`src/rtl/pipeline_hazard_ctrl_if.sv`:
```
// Hazard-control bundle between the pipeline datapath and the hazard sequencer.
// master = the sequencer (reads hazard sources, drives stall/flush controls);
// slave  = the datapath side.
interface pipeline_hazard_ctrl_if #(
  parameter int CNT_W = 16
);
  // hazard sources
  logic [4:0]       RS1_D;
  logic [4:0]       RS2_D;
  logic [4:0]       RD_E;
  logic             MemReadE;
  logic             PCSrcE;
  logic             MduOpE;
  logic             MduDone;
  logic             MemReqM;
  logic             MemReadyM;
  logic             CntClr;
  // pipeline controls
  logic             StallF;
  logic             StallD;
  logic             StallE;
  logic             StallM;
  logic             FlushD;
  logic             FlushE;
  logic             FlushM;
  logic             FlushW;
  logic             MduStart;
  logic [CNT_W-1:0] StallCount;

  modport master (
    input  RS1_D, RS2_D, RD_E, MemReadE, PCSrcE, MduOpE, MduDone,
           MemReqM, MemReadyM, CntClr,
    output StallF, StallD, StallE, StallM, FlushD, FlushE, FlushM, FlushW,
           MduStart, StallCount
  );

  modport slave (
    output RS1_D, RS2_D, RD_E, MemReadE, PCSrcE, MduOpE, MduDone,
           MemReqM, MemReadyM, CntClr,
    input  StallF, StallD, StallE, StallM, FlushD, FlushE, FlushM, FlushW,
           MduStart, StallCount
  );
endinterface

```
`src/rtl/pipeline_hazard_ctrl.sv`:
```
// Hazard sequencer for the 5-stage core: load-use, taken-branch redirect,
// multi-cycle MUL/DIV occupancy and data-memory wait states, plus a
// saturating stall-cycle counter. Controls are combinational from state+inputs.
module pipeline_hazard_ctrl #(
  parameter int CNT_W = 16
) (
  input  logic                  clk,
  input  logic                  rst,
  pipeline_hazard_ctrl_if.master hz
);

  typedef enum logic [1:0] {
    RUN      = 2'd0,
    MDU_BUSY = 2'd1,
    MDU_DONE = 2'd2
  } state_e;

  state_e           state_q, state_d;
  logic [CNT_W-1:0] cnt_q, cnt_d;

  logic memstall, loaduse, mdu_occ;
  logic stall_f, stall_d, stall_e, stall_m;
  logic flush_d, flush_e, flush_m, flush_w;
  logic mdu_start;

  // Hazard terms. MDU_DONE means the result is already latched, so the MDU
  // op in E no longer occupies the stage and only memory can hold it.
  always_comb begin
    memstall = hz.MemReqM & ~hz.MemReadyM;
    loaduse  = hz.MemReadE & (hz.RD_E != 5'd0) &
               ((hz.RD_E == hz.RS1_D) | (hz.RD_E == hz.RS2_D));
    mdu_occ  = ((state_q == RUN) & hz.MduOpE) |
               ((state_q == MDU_BUSY) & ~hz.MduDone);
  end

  // Prioritised stall/flush decode: memory wait > MDU > branch > load-use.
  always_comb begin
    stall_f   = 1'b0;
    stall_d   = 1'b0;
    stall_e   = 1'b0;
    stall_m   = 1'b0;
    flush_d   = 1'b0;
    flush_e   = 1'b0;
    flush_m   = 1'b0;
    flush_w   = 1'b0;
    mdu_start = (state_q == RUN) & hz.MduOpE & ~memstall;
    if (memstall) begin
      // whole pipe frozen; a branch sitting in E waits until M completes
      stall_f = 1'b1;
      stall_d = 1'b1;
      stall_e = 1'b1;
      stall_m = 1'b1;
      flush_w = 1'b1;
    end else if (mdu_occ) begin
      stall_f = 1'b1;
      stall_d = 1'b1;
      stall_e = 1'b1;
      flush_m = 1'b1;
    end else if (hz.PCSrcE) begin
      flush_d = 1'b1;
      flush_e = 1'b1;
    end else if (loaduse && state_q != MDU_DONE) begin
      stall_f = 1'b1;
      stall_d = 1'b1;
      flush_e = 1'b1;
    end
  end

  // Controls are forced quiet while reset is asserted so nothing pulses the
  // MUL/DIV unit or the pipeline registers during reset.
  assign hz.StallF     = stall_f & ~rst;
  assign hz.StallD     = stall_d & ~rst;
  assign hz.StallE     = stall_e & ~rst;
  assign hz.StallM     = stall_m & ~rst;
  assign hz.FlushD     = flush_d & ~rst;
  assign hz.FlushE     = flush_e & ~rst;
  assign hz.FlushM     = flush_m & ~rst;
  assign hz.FlushW     = flush_w & ~rst;
  assign hz.MduStart   = mdu_start & ~rst;
  assign hz.StallCount = cnt_q;

  // Next-state: MduDone during a memory wait is parked in MDU_DONE so the
  // op is never restarted; MduDone seen in RUN/MDU_DONE is ignored.
  always_comb begin
    state_d = state_q;
    unique case (state_q)
      RUN:      if (mdu_start) state_d = MDU_BUSY;
      MDU_BUSY: if (hz.MduDone) state_d = memstall ? MDU_DONE : RUN;
      MDU_DONE: if (!memstall) state_d = RUN;
      default:  state_d = RUN;
    endcase
  end

  // Stall-cycle counter: clear wins, otherwise saturating increment.
  always_comb begin
    cnt_d = cnt_q;
    if (hz.CntClr)
      cnt_d = '0;
    else if (stall_f && (cnt_q != {CNT_W{1'b1}}))
      cnt_d = cnt_q + CNT_W'(1);
  end

  // State and counter registers.
  always_ff @(posedge clk or posedge rst) begin
    if (rst) begin
      state_q <= RUN;
      cnt_q   <= '0;
    end else begin
      state_q <= state_d;
      cnt_q   <= cnt_d;
    end
  end

endmodule
```
`src/flat_wrapper.sv`:
```
// flat-port wrapper written by rule: the top's interface ports become plain ports
module pipeline_hazard_ctrl_flat 
#(
  parameter int CNT_W = 16
)
  (clk, rst, hz_RS1_D, hz_RS2_D, hz_RD_E, hz_MemReadE, hz_PCSrcE, hz_MduOpE, hz_MduDone, hz_MemReqM, hz_MemReadyM, hz_CntClr, hz_StallF, hz_StallD, hz_StallE, hz_StallM, hz_FlushD, hz_FlushE, hz_FlushM, hz_FlushW, hz_MduStart, hz_StallCount);
  pipeline_hazard_ctrl_if #(.CNT_W(CNT_W)) hz_i ();
  input  logic clk;
  input  logic rst;
  input wire logic [$bits(hz_i.RS1_D)-1:0] hz_RS1_D;
  input wire logic [$bits(hz_i.RS2_D)-1:0] hz_RS2_D;
  input wire logic [$bits(hz_i.RD_E)-1:0] hz_RD_E;
  input wire logic [$bits(hz_i.MemReadE)-1:0] hz_MemReadE;
  input wire logic [$bits(hz_i.PCSrcE)-1:0] hz_PCSrcE;
  input wire logic [$bits(hz_i.MduOpE)-1:0] hz_MduOpE;
  input wire logic [$bits(hz_i.MduDone)-1:0] hz_MduDone;
  input wire logic [$bits(hz_i.MemReqM)-1:0] hz_MemReqM;
  input wire logic [$bits(hz_i.MemReadyM)-1:0] hz_MemReadyM;
  input wire logic [$bits(hz_i.CntClr)-1:0] hz_CntClr;
  output wire logic [$bits(hz_i.StallF)-1:0] hz_StallF;
  output wire logic [$bits(hz_i.StallD)-1:0] hz_StallD;
  output wire logic [$bits(hz_i.StallE)-1:0] hz_StallE;
  output wire logic [$bits(hz_i.StallM)-1:0] hz_StallM;
  output wire logic [$bits(hz_i.FlushD)-1:0] hz_FlushD;
  output wire logic [$bits(hz_i.FlushE)-1:0] hz_FlushE;
  output wire logic [$bits(hz_i.FlushM)-1:0] hz_FlushM;
  output wire logic [$bits(hz_i.FlushW)-1:0] hz_FlushW;
  output wire logic [$bits(hz_i.MduStart)-1:0] hz_MduStart;
  output wire logic [$bits(hz_i.StallCount)-1:0] hz_StallCount;
  assign hz_i.RS1_D = hz_RS1_D;
  assign hz_i.RS2_D = hz_RS2_D;
  assign hz_i.RD_E = hz_RD_E;
  assign hz_i.MemReadE = hz_MemReadE;
  assign hz_i.PCSrcE = hz_PCSrcE;
  assign hz_i.MduOpE = hz_MduOpE;
  assign hz_i.MduDone = hz_MduDone;
  assign hz_i.MemReqM = hz_MemReqM;
  assign hz_i.MemReadyM = hz_MemReadyM;
  assign hz_i.CntClr = hz_CntClr;
  assign hz_StallF = hz_i.StallF;
  assign hz_StallD = hz_i.StallD;
  assign hz_StallE = hz_i.StallE;
  assign hz_StallM = hz_i.StallM;
  assign hz_FlushD = hz_i.FlushD;
  assign hz_FlushE = hz_i.FlushE;
  assign hz_FlushM = hz_i.FlushM;
  assign hz_FlushW = hz_i.FlushW;
  assign hz_MduStart = hz_i.MduStart;
  assign hz_StallCount = hz_i.StallCount;
  pipeline_hazard_ctrl #(.CNT_W(CNT_W)) u_core (.clk(clk), .rst(rst), .hz(hz_i));
endmodule
```
`config.mk`:
```
export PLATFORM = sky130hd
export DESIGN_NAME = pipeline_hazard_ctrl_flat
export DESIGN_NICKNAME = d
export VERILOG_FILES = /design/src/rtl/pipeline_hazard_ctrl_if.sv /design/src/rtl/pipeline_hazard_ctrl.sv /design/src/flat_wrapper.sv
export SDC_FILE = /design/constraint.sdc
export NUM_CORES = 1
export LEC_CHECK = 0
export CAP_MARGIN = 20
export CORE_AREA = 2 2 63 65
export CTS_CLUSTER_SIZE = 30
export DETAILED_ROUTE_END_ITERATION = 16
export DIE_AREA = 0 0 65 67
export SLEW_MARGIN = 20
export SYNTH_ARGS = -nofsm -noshare
export SYNTH_HDL_FRONTEND = slang
export SYNTH_SLANG_ARGS = --single-unit
export TNS_END_PERCENT = 1
```
`constraint.sdc`:
```
create_clock -name clk -period 2.9 [get_ports clk]
set_clock_uncertainty 0.15 [all_clocks]
set_input_delay 0.58 -clock clk [delete_from_list [all_inputs] [get_ports clk]]
set_output_delay 0.58 -clock clk [all_outputs]
set_load 0.01 [all_outputs]
```
==> flow_summary.yaml <==
finish:
  nets: 223
  drive_gt1_share_pct: 13.7
  area_growth_pct: 48.7
  multi_input_comb_area_sq_um: 722
  final-seq-area_sq_um: 450
  n_antenna_cell: 0
  finalCoreUtilization_pct: 50.9
  nFillCells: 368
hold_path:
  hold_end: "u_core.state_q[0]"
  min_path_type: "reg2reg"
  min-delay-start: "u_core.state_q[1]"
  hold_depth: 1
timing:
  setup_violations: 0
  hold_viol: 0
  whs_ns: 0.371
  max_freq_ghz: 0.348
  slew-limit-headroom_pct: 53.0
  finalCritPeriodShare_pct: 99.0
  fin_crit_ns: 2.87
  drv_slew: 0
  rsz0062_at_grt: "yes"
  tightestPinTransition_ns: 0.704
detailed_routing:
  highest_layer: "met3"
  wl_met2_microns: 1700
  drt-met1-wl_microns: 1370
  wl_microns: 3140
  vias: 1265
  ant_nets: 0
  wl_met3_microns: 70
  drc: 0
  wl_per_cell_microns: 12.8
  viasPerCell: 5.16
  drt-initial-drc-count: 29
  firstDrtPassIters: 4
power_and_ir_drop:
  power_uw: 651
  leakage_nw: 0.719
  vdd_drop_max_v: 0.000245
  p_per_area_nw_per_um2: 355
die:
  die_area_sq_um: 4360
  dieHeight_microns: 67
  io_pins: 49
  coreArea_sq_um: 3610
  initial_utilization_pct: 34.2
  die_w_microns: 65
  num_rows: 22
worst_setup_path:
  cp-end-kind: "primary output"
  cp_slowest_cell: "or4_4"
  r2r_cells: 8
  path_class: "in2out"
  critPathTopFamily: "buffers and inverters"
  ff2ff_setup_slack_ns: 0.36
  arrival_ns: 2.14
  critPathLaunchType: "input port"
  path_buf_inv: 2
  r2r_end: "u_core.hz.StallCount[7]"
  crit_path_cell_trace: "clkdlybuf4s50_1 -> or4_4 -> o211ai_2 -> nor2b_2 -> o211a_1 -> buf_2"
  critPathMaxFanout: 3
  cpPeakStageDelay_ns: 0.49
  timing.rr.start: "u_core.hz.StallCount[0]"
  critPathRequiredTime_ns: 2.17
logic_synthesis:
  yosys.area.top_type: "dfrtp_1"
  synth_edf_count: 0
  synth-seq-cells: 18
  netlist_area_sq_um: 1230
  netlist_instances: 143
  synthTopCellsByCount: "a21oi_1 (18), dfrtp_1 (18), nand2_1 (10), nor2_1 (10), xnor2_1 (10)"
  synthTopCellsByArea: "dfrtp_1 (36%), a21oi_1 (7.3%), xnor2_1 (7.1%), or3_1 (4.6%), nand3_1 (3.2%)"
  async_flop_share_pct: 100
  synth_ff_type: "dfrtp_1"
  synthDistinctLibCells: 35
  synthDominantCellAreaShare_pct: 36.5
  ys_warn_count: 0
  synth_seq_area_share_pct: 36.5
  synth_nets: 168
  synth.avg_cell_area_sq_um: 8.64
clocking:
  cts_buffer_depth: 2
  root_buffer: "clkbuf_8"
  clk_pin_slew_ns: 0.07
  clkSinkCount: 18
  tritoncts: "yes"
  cts-htree-levels: 1
  worst_skew_pair.late_latency_ns: 0.25
  cts_buffers: 3
place:
  place_congestion: 0.771
  dp_hpwl_microns: 2490
  io_buffers: 48
global_route:
  grt_max_degree: 19
  grt_pass1_wl_microns: 5290
  first_global_vias: 1220
  antenna_found_initial: 0
  overflow: 0
  track_usage_pct: 15.4
status:
  status: "finished, final reports clean"
job:
  cap_violations: 0
==> placed cells by master (no fill, tap or decap) <==
| master | count |
|---|---|
| or2_1 | 1 |
| buf_2 | 3 |
| o31ai_1 | 4 |
| o211a_1 | 1 |
| mux2i_1 | 1 |
| and3_1 | 5 |
| o211ai_2 | 1 |
| clkbuf_8 | 4 |
| o21ai_0 | 3 |
| a211oi_2 | 1 |
| nor2_1 | 10 |
| nand4_1 | 4 |
| dfrtp_1 | 18 |
| or4_4 | 1 |
| nor2b_1 | 1 |
| nand2_1 | 10 |
| buf_4 | 10 |
| mux2_2 | 1 |
| o22ai_2 | 1 |
| ha_1 | 1 |
| nor3_1 | 2 |
| or3_1 | 9 |
| nor2b_2 | 2 |
| nand2b_1 | 2 |
| and4_1 | 2 |
| a21oi_1 | 17 |
| nand3b_1 | 1 |
| dlygate4sd2_1 | 2 |
| or4_1 | 4 |
| xor2_1 | 1 |
| inv_1 | 3 |
| a21oi_2 | 2 |
| mux2_1 | 1 |
| clkdlybuf4s50_1 | 43 |
| nand3_1 | 8 |
| xnor2_1 | 10 |
| and2_4 | 1 |
| o21ai_1 | 6 |
==> metal layers <==
metal,track usage (%),vias up
met5,0,-
met4,2.39,0
met3,3.38,0
met2,30.4,19
met1,17.0,616
li1,-,630
==> flip-flops by register name, indices dropped and copies added (netlist names) <==
signal,cells
u_core.state_q,2
u_core.hz.StallCount,16
==> report_power, final <==
| part | internal [mW] | leakage [nW] | switching, mW |
|---|---|---|---|
| clock | 0.121 | 0.0288 | 0.0842 |
| sequential | 0.260 | 0.248 | 0.0131 |
| combinational | 0.0947 | 0.443 | 0.0789 |
==> cells by family (layout without fill, tap and decap cells) <==
family | Yosys count | after routing | synth area share, %
DFF | 18 | 18 | 36.5
and+or+nand+nor | 63 | 63 | 28.1
AOI/OAI and AO/OA | 36 | 36 | 17.9
buffers and inverters | 11 | 65 | 6.08
muxes | 3 | 3 | 2.63
xor gates and xnor gates | 11 | 11 | 7.80
adders and majority gates | 1 | 1 | 1.01
==> worst reg2reg max path, stage by stage, from the launching register on <==
cell      delay [ns]
dfrtp_1         0.43
ha_1            0.24
and3_1          0.25
and4_1          0.25
a211oi_2        0.24
a21oi_2         0.10
buf_4           0.19
or4_1           0.48
a21oi_1         0.14
==> worst max path at each step <==
stage	cells after the start	end	from	slack [ns]
after floorplan	6	hz_StallF	hz_RD_E[0]	0.48
after global placement	6	hz_FlushE	hz_RD_E[0]	-0.36
after detailed placement	6	hz_FlushE	hz_RD_E[0]	-0.41
after CTS	8	hz_FlushE	hz_RD_E[2]	0.02
after global routing	8	hz_FlushE	hz_RD_E[2]	-0.03
final	6	hz_FlushE	hz_RD_E[2]	0.03
==> timing repair <==
item,4_1_cts,5_1_grt
hold buffers,0,0
endpoints found under the setup margin,3,5
setup buffers,1,0
gates resized for setup,15,3
gates cloned,0,0
pin swaps,1,1
==> layout make-up <==
type,instances,area share [%]
clock buffers,4,3.00
inverters,3,0.613
multi-input cells,114,39.3
flip-flops and latches,18,24.5
well taps,48,3.27
repair buffers,58,29.3
==> through the flow <==
stage	instance area (sq um)	instances	TNS (ns)	setup WS [ns]
2_1_floorplan	1230	143	0	0.483
5_1_grt	1840	245	-0.0477	-0.0343
6_report	1840	245	0	0.0301
3_3_place_gp	1780	240	-0.977	-0.363
3_5_place_dp	1780	240	-1.09	-0.412
4_1_cts	1830	245	0	0.0165
(Power assumes the default switching activity.)
